## src/rtl/device_axil_bridge.sv

```systemverilog
// Bridges the core's uncached device strobe/ready port onto a single-outstanding AXI4-Lite master.
// Each accepted strobe issues exactly one AXI read or write and returns exactly one ready pulse.
module device_axil_bridge #(
  parameter int ADDR_WIDTH = 32,
  parameter int DATA_WIDTH = 32
) (
  input  logic                    clk_i,
  input  logic                    rst_ni,
  input  logic                    dev_strobe_i,
  input  logic [ADDR_WIDTH-1:0]   dev_addr_i,
  input  logic                    dev_rw_i,
  input  logic [DATA_WIDTH/8-1:0] dev_byte_enable_i,
  input  logic [DATA_WIDTH-1:0]   dev_data_i,
  output logic                    dev_data_ready_o,
  output logic [DATA_WIDTH-1:0]   dev_data_o,
  output logic                    dev_bus_err_o,
  output logic [ADDR_WIDTH-1:0]   M_AXI_AWADDR,
  output logic [2:0]              M_AXI_AWPROT,
  output logic                    M_AXI_AWVALID,
  input  logic                    M_AXI_AWREADY,
  output logic [DATA_WIDTH-1:0]   M_AXI_WDATA,
  output logic [DATA_WIDTH/8-1:0] M_AXI_WSTRB,
  output logic                    M_AXI_WVALID,
  input  logic                    M_AXI_WREADY,
  input  logic [1:0]              M_AXI_BRESP,
  input  logic                    M_AXI_BVALID,
  output logic                    M_AXI_BREADY,
  output logic [ADDR_WIDTH-1:0]   M_AXI_ARADDR,
  output logic [2:0]              M_AXI_ARPROT,
  output logic                    M_AXI_ARVALID,
  input  logic                    M_AXI_ARREADY,
  input  logic [DATA_WIDTH-1:0]   M_AXI_RDATA,
  input  logic [1:0]              M_AXI_RRESP,
  input  logic                    M_AXI_RVALID,
  output logic                    M_AXI_RREADY,
  output logic [2:0]              dbg_state_o
);

  // Handshake rule on every channel: a transfer happens on a rising clk_i edge where
  // VALID && READY are both 1; VALID, once raised, holds with stable payload until then.
  typedef enum logic [2:0] {IDLE, WR_REQ, WR_RESP, RD_REQ, RD_RESP} state_t;

  state_t                  state_q, state_d;
  logic [ADDR_WIDTH-1:0]   addr_q, addr_d;
  logic [DATA_WIDTH-1:0]   wdata_q, wdata_d;
  logic [DATA_WIDTH/8-1:0] wstrb_q, wstrb_d;
  logic [DATA_WIDTH-1:0]   rdata_q, rdata_d;
  logic                    awvalid_q, awvalid_d;
  logic                    wvalid_q, wvalid_d;
  logic                    arvalid_q, arvalid_d;
  logic                    bready_q, bready_d;
  logic                    rready_q, rready_d;
  logic                    ready_q, ready_d;
  logic                    err_q, err_d;

  always_comb begin
    state_d   = state_q;
    addr_d    = addr_q;
    wdata_d   = wdata_q;
    wstrb_d   = wstrb_q;
    rdata_d   = rdata_q;
    awvalid_d = awvalid_q;
    wvalid_d  = wvalid_q;
    arvalid_d = arvalid_q;
    bready_d  = bready_q;
    rready_d  = rready_q;
    ready_d   = 1'b0;
    err_d     = 1'b0;
    unique case (state_q)
      IDLE: begin
        if (dev_strobe_i) begin
          addr_d  = dev_addr_i;
          wdata_d = dev_data_i;
          wstrb_d = dev_byte_enable_i;
          if (dev_rw_i) begin
            awvalid_d = 1'b1;
            wvalid_d  = 1'b1;
            state_d   = WR_REQ;
          end else begin
            arvalid_d = 1'b1;
            state_d   = RD_REQ;
          end
        end
      end
      WR_REQ: begin
        // AW and W complete independently; leave once neither is still pending.
        if (awvalid_q && M_AXI_AWREADY) awvalid_d = 1'b0;
        if (wvalid_q && M_AXI_WREADY) wvalid_d = 1'b0;
        if (!awvalid_d && !wvalid_d) begin
          bready_d = 1'b1;
          state_d  = WR_RESP;
        end
      end
      WR_RESP: begin
        if (M_AXI_BVALID) begin
          bready_d = 1'b0;
          ready_d  = 1'b1;
          err_d    = (M_AXI_BRESP != 2'b00);
          state_d  = IDLE;
        end
      end
      RD_REQ: begin
        if (M_AXI_ARREADY) begin
          arvalid_d = 1'b0;
          rready_d  = 1'b1;
          state_d   = RD_RESP;
        end
      end
      RD_RESP: begin
        // Read data is returned even when the slave flags an error.
        if (M_AXI_RVALID) begin
          rdata_d  = M_AXI_RDATA;
          rready_d = 1'b0;
          ready_d  = 1'b1;
          err_d    = (M_AXI_RRESP != 2'b00);
          state_d  = IDLE;
        end
      end
      default: state_d = IDLE;
    endcase
  end

  always_ff @(posedge clk_i) begin
    if (!rst_ni) begin
      state_q   <= IDLE;
      addr_q    <= '0;
      wdata_q   <= '0;
      wstrb_q   <= '0;
      rdata_q   <= '0;
      awvalid_q <= 1'b0;
      wvalid_q  <= 1'b0;
      arvalid_q <= 1'b0;
      bready_q  <= 1'b0;
      rready_q  <= 1'b0;
      ready_q   <= 1'b0;
      err_q     <= 1'b0;
    end else begin
      state_q   <= state_d;
      addr_q    <= addr_d;
      wdata_q   <= wdata_d;
      wstrb_q   <= wstrb_d;
      rdata_q   <= rdata_d;
      awvalid_q <= awvalid_d;
      wvalid_q  <= wvalid_d;
      arvalid_q <= arvalid_d;
      bready_q  <= bready_d;
      rready_q  <= rready_d;
      ready_q   <= ready_d;
      err_q     <= err_d;
    end
  end

  assign dev_data_ready_o = ready_q;
  assign dev_data_o       = rdata_q;
  assign dev_bus_err_o    = err_q;
  assign M_AXI_AWADDR     = addr_q;
  assign M_AXI_AWPROT     = 3'b000;
  assign M_AXI_AWVALID    = awvalid_q;
  assign M_AXI_WDATA      = wdata_q;
  assign M_AXI_WSTRB      = wstrb_q;
  assign M_AXI_WVALID     = wvalid_q;
  assign M_AXI_BREADY     = bready_q;
  assign M_AXI_ARADDR     = addr_q;
  assign M_AXI_ARPROT     = 3'b000;
  assign M_AXI_ARVALID    = arvalid_q;
  assign M_AXI_RREADY     = rready_q;
  assign dbg_state_o      = state_q;

endmodule

```

## config.mk

```make
export PLATFORM = sky130hd
export DESIGN_NAME = device_axil_bridge
export DESIGN_NICKNAME = d
export VERILOG_FILES = /design/src/rtl/device_axil_bridge.sv
export SDC_FILE = /design/constraint.sdc
export NUM_CORES = 1
export LEC_CHECK = 0
export ABC_CLOCK_PERIOD_IN_PS = 2100
export BUFFER_PORTS_ARGS = -buffer_cell sky130_fd_sc_hd__buf_2
export CORE_MARGIN = 10
export CORE_UTILIZATION = 45
export CTS_CLUSTER_DIAMETER = 40
export DETAILED_ROUTE_END_ITERATION = 10
export PLACE_DENSITY = 0.87
export RECOVER_POWER = 100
export REMOVE_ABC_BUFFERS = 1
export SYNTH_ARGS = -nofsm -noshare
export SYNTH_HDL_FRONTEND = slang
export SYNTH_SLANG_ARGS = --single-unit
```

## constraint.sdc

```tcl
create_clock -name clk_i -period 2.1 [get_ports clk_i]
set_clock_uncertainty 0.1 [all_clocks]
set_input_delay 0.315 -clock clk_i [delete_from_list [all_inputs] [get_ports clk_i]]
set_output_delay 0.315 -clock clk_i [all_outputs]
set_load 0.05 [all_outputs]
```

# Word-level counts from Yosys, hierarchy flattened
# Cells that the tools add are included.
# W data, S select, Z words.
[op_classes]
n_mux = 31
reduce_logical = 19
eq_ne = 11
[op_table]
columns = ["operator", "count"]
rows = [
  ["$mux W1", 17],
  ["$mux W3", 5],
  ["$pmux W3 S5", 1],
  ["$ne A2 B2 Y1 const B", 7],
  ["$pmux W1 S2", 7],
  ["$reduce_bool A2 Y1", 6],
  ["$reduce_and A3 Y1", 3],
  ["$eq A3 B2 Y1 const B", 2],
  ["$reduce_and A5 Y1", 1],
  ["$reduce_and A2 Y1", 2],
  ["$reduce_and A4 Y1", 1],
  ["$eq A3 B1 Y1 const B", 1],
  ["$eq A3 B3 Y1 const B", 1],
  ["$logic_and A1 B1 Y1", 3],
  ["$logic_not A3 Y1", 1],
  ["$logic_not A1 Y1", 2],
  ["$mux W2", 1],
]
[totals]
reg_bits = 110
in_bits = 113

# Longest topological paths before layout
# Gate-level depths: netlist of run 1.
[logic_depth]
word_depth = 7
mapped_depth = 7

# Least setup slack after synthesis of run 1
# No wires, ideal clock.
[synth_timing]
kind = "flip-flop to flip-flop"
startpoint = "register state_q[1], in the netlist dbg_state_o[1]"
endpoint = "register arvalid_q, in the netlist M_AXI_ARVALID"
slack_ns = 0.295
setup_ns = 0.118
arrival_time_ns = 1.588
period_less_slack_ns = 1.805
required_ns = 1.882
path_stages_with_launch = 8
n_path_buf = 3
cell_sequence = "dfxtp_1 -> buf_6 -> nor2_8 -> and3_1 -> buf_4 -> buf_4 -> a21oi_2 -> nor3b_2"
[synth_via]
elab_chain_cells = 3
word_cells_on_any_way = 8
[synth_lines]
columns = ["element", "line", "text"]
rows = [
  ["start: declaration", "43", "state_t state_q, state_d;"],
  ["start signal: assignment", "138", "state_q <= state_d;"],
  ["$eq A3 B2 Y1 / $logic_not A3 Y1 (equally long branches)", "69", "unique case (state_q)"],
  ["$ne A2 B2 Y1 (no source line) / $reduce_bool A2 Y1 (equally long branches)", "n/a", ""],
  ["$reduce_and A4 Y1 (no source line)", "n/a", ""],
  ["end signal: assignment", "145", "arvalid_q <= arvalid_d;"],
  ["end: declaration", "50", "logic arvalid_q, arvalid_d;"],
]
# Several ways; a longest one is shown, not always the timed one.
# A chain may end at the register's enable or synchronous reset.

# Final worst setup path of run 1
[layout_timing]
startpoint = "register state_q[0], in the netlist dbg_state_o[0]"
endpoint = "output dbg_state_o[0]"
[layout_rtl]
columns = ["element", "line", "text"]
rows = [
  ["end: declaration", "36", "output logic [2:0] dbg_state_o"],
]
# No word-level cell between the ends.

==> impl_metrics.yaml, run 1 <==
status:
  status: "complete, no violations"
synthesis:
  yosys_warnings: 0
  ys_types: 35
  yosys-top-cells-area: "dfxtp_1 48%, nand2_1 17%, a21boi_1 14%, buf_4 7.9%, a21boi_0 2.6%"
  synth-edff-count: 0
  avgSynthCellArea_um2: 8.487
  synth.most_common_cell: "nand2_1"
  synth_top_area_share_pct: 48.50
  ys_seq_area_share_pct: 48.50
  ys_seq_elements: 110
  syn_area_um2: 4541
  netlist_top_cells_count: "206 x nand2_1, 110 x dfxtp_1, 86 x a21boi_1"
  yosysTopAreaCell: "dfxtp_1"
  syn_inst: 535
  async_flop_share_pct: 0
  synthFlopType: "dfxtp_1"
grt:
  busiest_layer: "met2"
  met2_usage_pct: 29.48
  globalRouteMet3Util_pct: 8.841
  grt_use_met1_pct: 17.43
  first_global_vias: 4024
  grt_start_max_net_pins: 71
  antenna_found_initial: 1
  grt_pass1_wl_um: 20420
  overflow: 0
  track_usage_pct: 16.88
setup_path:
  crit_chain: "clkbuf_1"
  worst_r2r_endpoint: "M_AXI_ARADDR[4]$_SDFFE_PN0P_"
  arrival_ps: 1460
  rr_startpoint: "dbg_state_o[2]$_SDFFE_PN0P_"
  rr_worst_depth: 5
  critical-path-top-delay-family: "flip-flops"
  crit_path_max_incr_delay_ps: 590
  critPathSlowestCell: "dfxtp_1"
  ff2ff_setup_slack_ps: 290
  cp_max_fo: 10
  crit_type: "flip-flop to output port"
  setup.worst_path.start_class: "flip-flop"
  critPathBufInv: 1
  crit_path_end_kind: "output port"
  crit_required_ps: 1680
min_path:
  holdPathStages: 3
  hold_start: "dev_addr_i[3]"
  holdCritPathClass: "input pin to flip-flop"
  hold_end: "M_AXI_ARADDR[3]$_SDFFE_PN0P_"
clocking:
  cts_resized: 0
  htree_levels: 3
  cts_tree: "done"
  clock_path_buffers: 2
  path_clk_slew_ps: 110
  clock_latency_ps: 340
  cts_root_buf: "clkbuf_8"
  cts_inserted_buffers: 9
  clock-sinks: 110
  cts_setup_buffers: 0
  cts_hold_buf: 0
power_and_ir_drop:
  swShare_pct: 38.86
  seqPwrFrac_pct: 45.5
  intPower_w: 0.003163
  cellPowerDensity_nw_per_um2: 920.9
  ir_worst_vdd_mv: 0.5095
  switchingPower_w: 0.002010
  pwr-share-clk_pct: 25.0
  p_leak_nw: 2.230
  combPwrFrac_pct: 29.4
floorplan:
  placement_rows: 36
  initial_utilization_pct: 46.24
  core-area_um2: 9819
  die_area_um2: 14510
  num_io_pins: 261
  die_x_um: 120.5
  die_h_um: 120.5
final_layout:
  utilization_pct: 57.20
  nets: 849
  syn2layout_area_growth_pct: 23.70
  multi_input_area_um2: 1842
  design_area_um2: 5617
  nFillCells: 1009
  layout-drive-gt1-share_pct: 19.03
  register_area_um2: 2202
  antenna_cells: 0
timing:
  period_needed_ps: 1872
  hold_violations: 0
  fmax_mhz: 534.1
  post-route-period-util_pct: 89.15
  rsz0062_at_grt: "false"
  slew_headroom_pct: 55.65
  worst_pin_slew_ps: 668.2
  slew_viol_final: 0
  finalSetupViolations: 0
place:
  io_buffers: 254
  dpl.hpwl_um: 10220
  routabilityCongestion: 0.8259
  dpl_cell_area_um2: 5605
routing:
  routedWlPerCell_um: 15.07
  drt_iter0_markers: 317
  routed_wirelength_um: 13170
  drt-pass1-iter-count: 4
  via_per_inst: 4.580
  postRouteAntennaNets: 0
  num_vias: 4003
  drc: 0
job:
  maxCapViolCount: 0
## state kept, by name (all words and copies together) (netlist names)
name	flops
M_AXI_RREADY	1
dev_bus_err_o	1
M_AXI_WDATA	32
M_AXI_WVALID	1
M_AXI_BREADY	1
M_AXI_WSTRB	4
M_AXI_ARVALID	1
M_AXI_AWVALID	1
dbg_state_o	3
M_AXI_ARADDR	32
dev_data_ready_o	1
dev_data_o	32
## metrics by stage
stage / setup TNS (ps) / setup slack [ps] / instances / hold slack (ps) / total power (W)
after global placement: 0 / 464.7 / 858 / 337.6 / 0.004006
final: 0 / 227.8 / 874 / 83.43 / 0.005172
after CTS: 0 / 253.2 / 874 / 61.05 / 0.005336
after floorplan: -38810 / -527.0 / 465 / 332.6 / 0.003532
after detailed placement: 0 / 431.1 / 858 / 341.5 / 0.004037
after global routing: 0 / 102.9 / 874 / 54.10 / 0.005424
## logic make-up after synthesis
group / share of synthesized area [%]
XOR/XNOR: 0.1929
AO/OA/AOI/OAI: 19.54
AND/OR/NAND/NOR: 20.34
multiplexers: 0.2205
other: 0.08259
flip-flops: 48.50
buffers and inverters: 11.13
## power by group through the flow
stage	logic [W]	clock network (W)	registers, W
floorplan	0.000392	0	0.00314
global placement	0.00162	0	0.00239
detailed placement	0.00164	0	0.00240
CTS	0.00164	0.00135	0.00235
global route	0.00163	0.00142	0.00238
finish	0.00152	0.00130	0.00236
## layout make-up
class / instances / area share, %
Multi-Input combinational cell: 351 / 32.79
Clock buffer: 11 / 2.517
Sequential cell: 110 / 39.21
Inverter: 4 / 0.3119
Timing Repair Buffer: 260 / 21.05
Tap cell: 133 / 2.963
Clock inverter: 5 / 1.158
## metal layers
metal | up-vias | routed length [um]
li1 | 2075 | -
met1 | 1756 | 5025
met3 | 10 | 1538
met4 | 2 | 104
met2 | 160 | 6485
met5 | - | 13
## how the worst max path moves through the flow
| stage | from | to | slack (ps) | cells after the start |
|---|---|---|---|---|
| after floorplan | dbg_state_o[2]$_SDFFE_PN0P_ | M_AXI_WVALID$_SDFFE_PN0P_ | -530 | 4 |
| after global placement | dbg_state_o[2]$_SDFFE_PN0P_ | M_AXI_ARVALID$_SDFFE_PN0P_ | 460 | 5 |
| after detailed placement | dbg_state_o[2]$_SDFFE_PN0P_ | M_AXI_ARVALID$_SDFFE_PN0P_ | 430 | 5 |
| after CTS | dbg_state_o[2]$_SDFFE_PN0P_ | dbg_state_o[2] | 250 | 1 |
| after global routing | dbg_state_o[2]$_SDFFE_PN0P_ | M_AXI_WDATA[21]$_SDFFE_PN0P_ | 100 | 5 |
| final | dbg_state_o[0]$_SDFFE_PN0P_ | dbg_state_o[0] | 230 | 1 |
## layout by cell type, fill, tap and decap left out, types with 5 or more instances in the layout
cell	count
clkbuf_8	10
o21ai_0	6
dfxtp_1	110
conb_1	6
a21boi_0	97
clkbuf_1	141
nand2_1	206
a21boi_1	5
buf_2	112
(Power assumes the default switching activity.)
==> inputs of run 2 (changes only) <==
--- a/config.mk
+++ b/config.mk
@@ -5,7 +5,7 @@
 export SDC_FILE = /design/constraint.sdc
 export NUM_CORES = 1
 export LEC_CHECK = 0
-export ABC_CLOCK_PERIOD_IN_PS = 2100
+export ABC_CLOCK_PERIOD_IN_PS = 2200
 export BUFFER_PORTS_ARGS = -buffer_cell sky130_fd_sc_hd__buf_2
 export CORE_MARGIN = 10
 export CORE_UTILIZATION = 45
==> constraint.sdc (replaced) <==
create_clock -name clk_i -period 2.2 [get_ports clk_i]
set_clock_uncertainty 0.1 [all_clocks]
set_input_delay 0.33 -clock clk_i [delete_from_list [all_inputs] [get_ports clk_i]]
set_output_delay 0.33 -clock clk_i [all_outputs]
set_load 0.05 [all_outputs]
==> run 2 against run 1 <==
Effect of this change:
- setup slack gained 110 ps
- critical path depth is the same
- first-iteration DRC count shrank 29%
- total power shrank 6.8%
- critical endpoint unchanged
- register-to-register slack gained 90 ps
- utilization shrank 0.61 points
- worst hold slack gained 20 ps
- die area is the same
- highest routed layer is now met4
- routed wire length shrank 0.91%
- via count grew 2.4%
- clock-buffer cell count shrank 1
==> impl_metrics.yaml, run 2 (same netlist as run 1, synthesis figures left out) <==
status:
  status: "complete, no violations"
timing:
  hold_violations: 0
  post-route-period-util_pct: 84.58
  slew_headroom_pct: 55.59
  slew_viol_final: 0
  period_needed_ps: 1861
  setup_ws_ps: 339.3
  tns_ps: 0
  rsz0062_at_grt: "false"
  finalSetupViolations: 0
  fmax_mhz: 537.4
  worst_pin_slew_ps: 668.9
clocking:
  clock-sinks: 110
  cts_setup_buffers: 0
  cts_inserted_buffers: 9
  cts_resized: 0
  cts_root_buf: "clkbuf_8"
  path_clk_slew_ps: 100
  cts_hold_buf: 0
  htree_levels: 3
  clock_path_buffers: 2
  clock_latency_ps: 340
  cts_tree: "done"
setup_path:
  crit_path_max_incr_delay_ps: 570
  critical-path-top-delay-family: "flip-flops"
  crit_chain: "clkbuf_1"
  crit_path_end_kind: "output port"
  critPathBufInv: 1
  arrival_ps: 1430
  crit_type: "flip-flop to output port"
  cp_max_fo: 10
  crit_required_ps: 1770
  critPathSlowestCell: "dfxtp_1"
  setup.worst_path.start_class: "flip-flop"
final_layout:
  fin_cells: 874
  nets: 849
  syn2layout_area_growth_pct: 22.38
  utilization_pct: 56.59
  final_common_cell: "nand2_1"
  multi_input_area_um2: 1826
  layout-drive-gt1-share_pct: 18.65
  design_area_um2: 5557
  nFillCells: 1003
  register_area_um2: 2202
  mostFrequentLayoutCells: "206 x nand2_1, 142 x clkbuf_1, 112 x buf_2"
power_and_ir_drop:
  p_leak_nw: 2.191
  ir_worst_vdd_mv: 0.3883
  cellPowerDensity_nw_per_um2: 867.7
routing:
  drt_iter0_markers: 225
  via_per_inst: 4.691
  drc: 0
  postRouteAntennaNets: 0
  routedWlPerCell_um: 14.93
  routed_wirelength_um: 13050
  drt-pass1-iter-count: 4
  num_vias: 4100
place:
  place_inst: 858
  dpl.hpwl_um: 9980
  routabilityCongestion: 0.8198
  dpl_cell_area_um2: 5580
  dpl_worst_slack_ps: 425.3
  io_buffers: 254
floorplan:
  core-area_um2: 9819
  die_area_um2: 14510
  initial_utilization_pct: 46.24
  num_io_pins: 261
  die_x_um: 120.5
  die_h_um: 120.5
  placement_rows: 36
grt:
  grt_pass1_wl_um: 20340
  grt_start_max_net_pins: 71
  track_usage_pct: 16.78
  overflow: 0
  antenna_found_initial: 0
  first_global_vias: 4042
min_path:
  holdCritPathClass: "input pin to flip-flop"
job:
  maxCapViolCount: 0
run 2: per-layer routing:
metal  global-route usage [%]  part of all wire [%]
met4                    4.299                   1.1
met2                    28.90                    49
met3                    8.236                    12
met5                        0                     0
met1                    17.97                    38
run 2: final timing paths:
path	start	end	slack, ps	cells past startpoint
setup / recovery	dbg_state_o[0]$_SDFFE_PN0P_	dbg_state_o[0]	340	1
hold / removal	dev_data_i[4]	M_AXI_WDATA[4]$_SDFFE_PN0P_	100	3
setup reg to reg	dbg_state_o[2]$_SDFFE_PN0P_	M_AXI_WSTRB[1]$_SDFFE_PN0P_	380	5
hold reg to reg	M_AXI_WDATA[4]$_SDFFE_PN0P_	M_AXI_WDATA[4]$_SDFFE_PN0P_	360	2
run 2: cell type report:
type	instances	area share, %
clock inverters	5	0.7881
inverters	4	0.3152
well taps	133	2.995
diodes	1	0.04503
flip-flops and latches	110	39.63
repair buffers	260	20.90
multi-input cells	351	32.85
clock buffers	10	2.477
run 2: power by group:
part / total [W] / switching, W / internal, W
combinational: 0.00145 / 0.00114 / 0.000310
clock: 0.00113 / 0.000674 / 0.000452
sequential: 0.00224 / 0.000105 / 0.00214
run 2: stage by stage:
stage	total power (W)	hold slack (ps)
4_1_cts	0.004979	77.44
3_5_place_dp	0.003846	341.3
6_report	0.004821	103.3
2_1_floorplan	0.003372	347.6
5_1_grt	0.005077	83.15
3_3_place_gp	0.003824	338.1
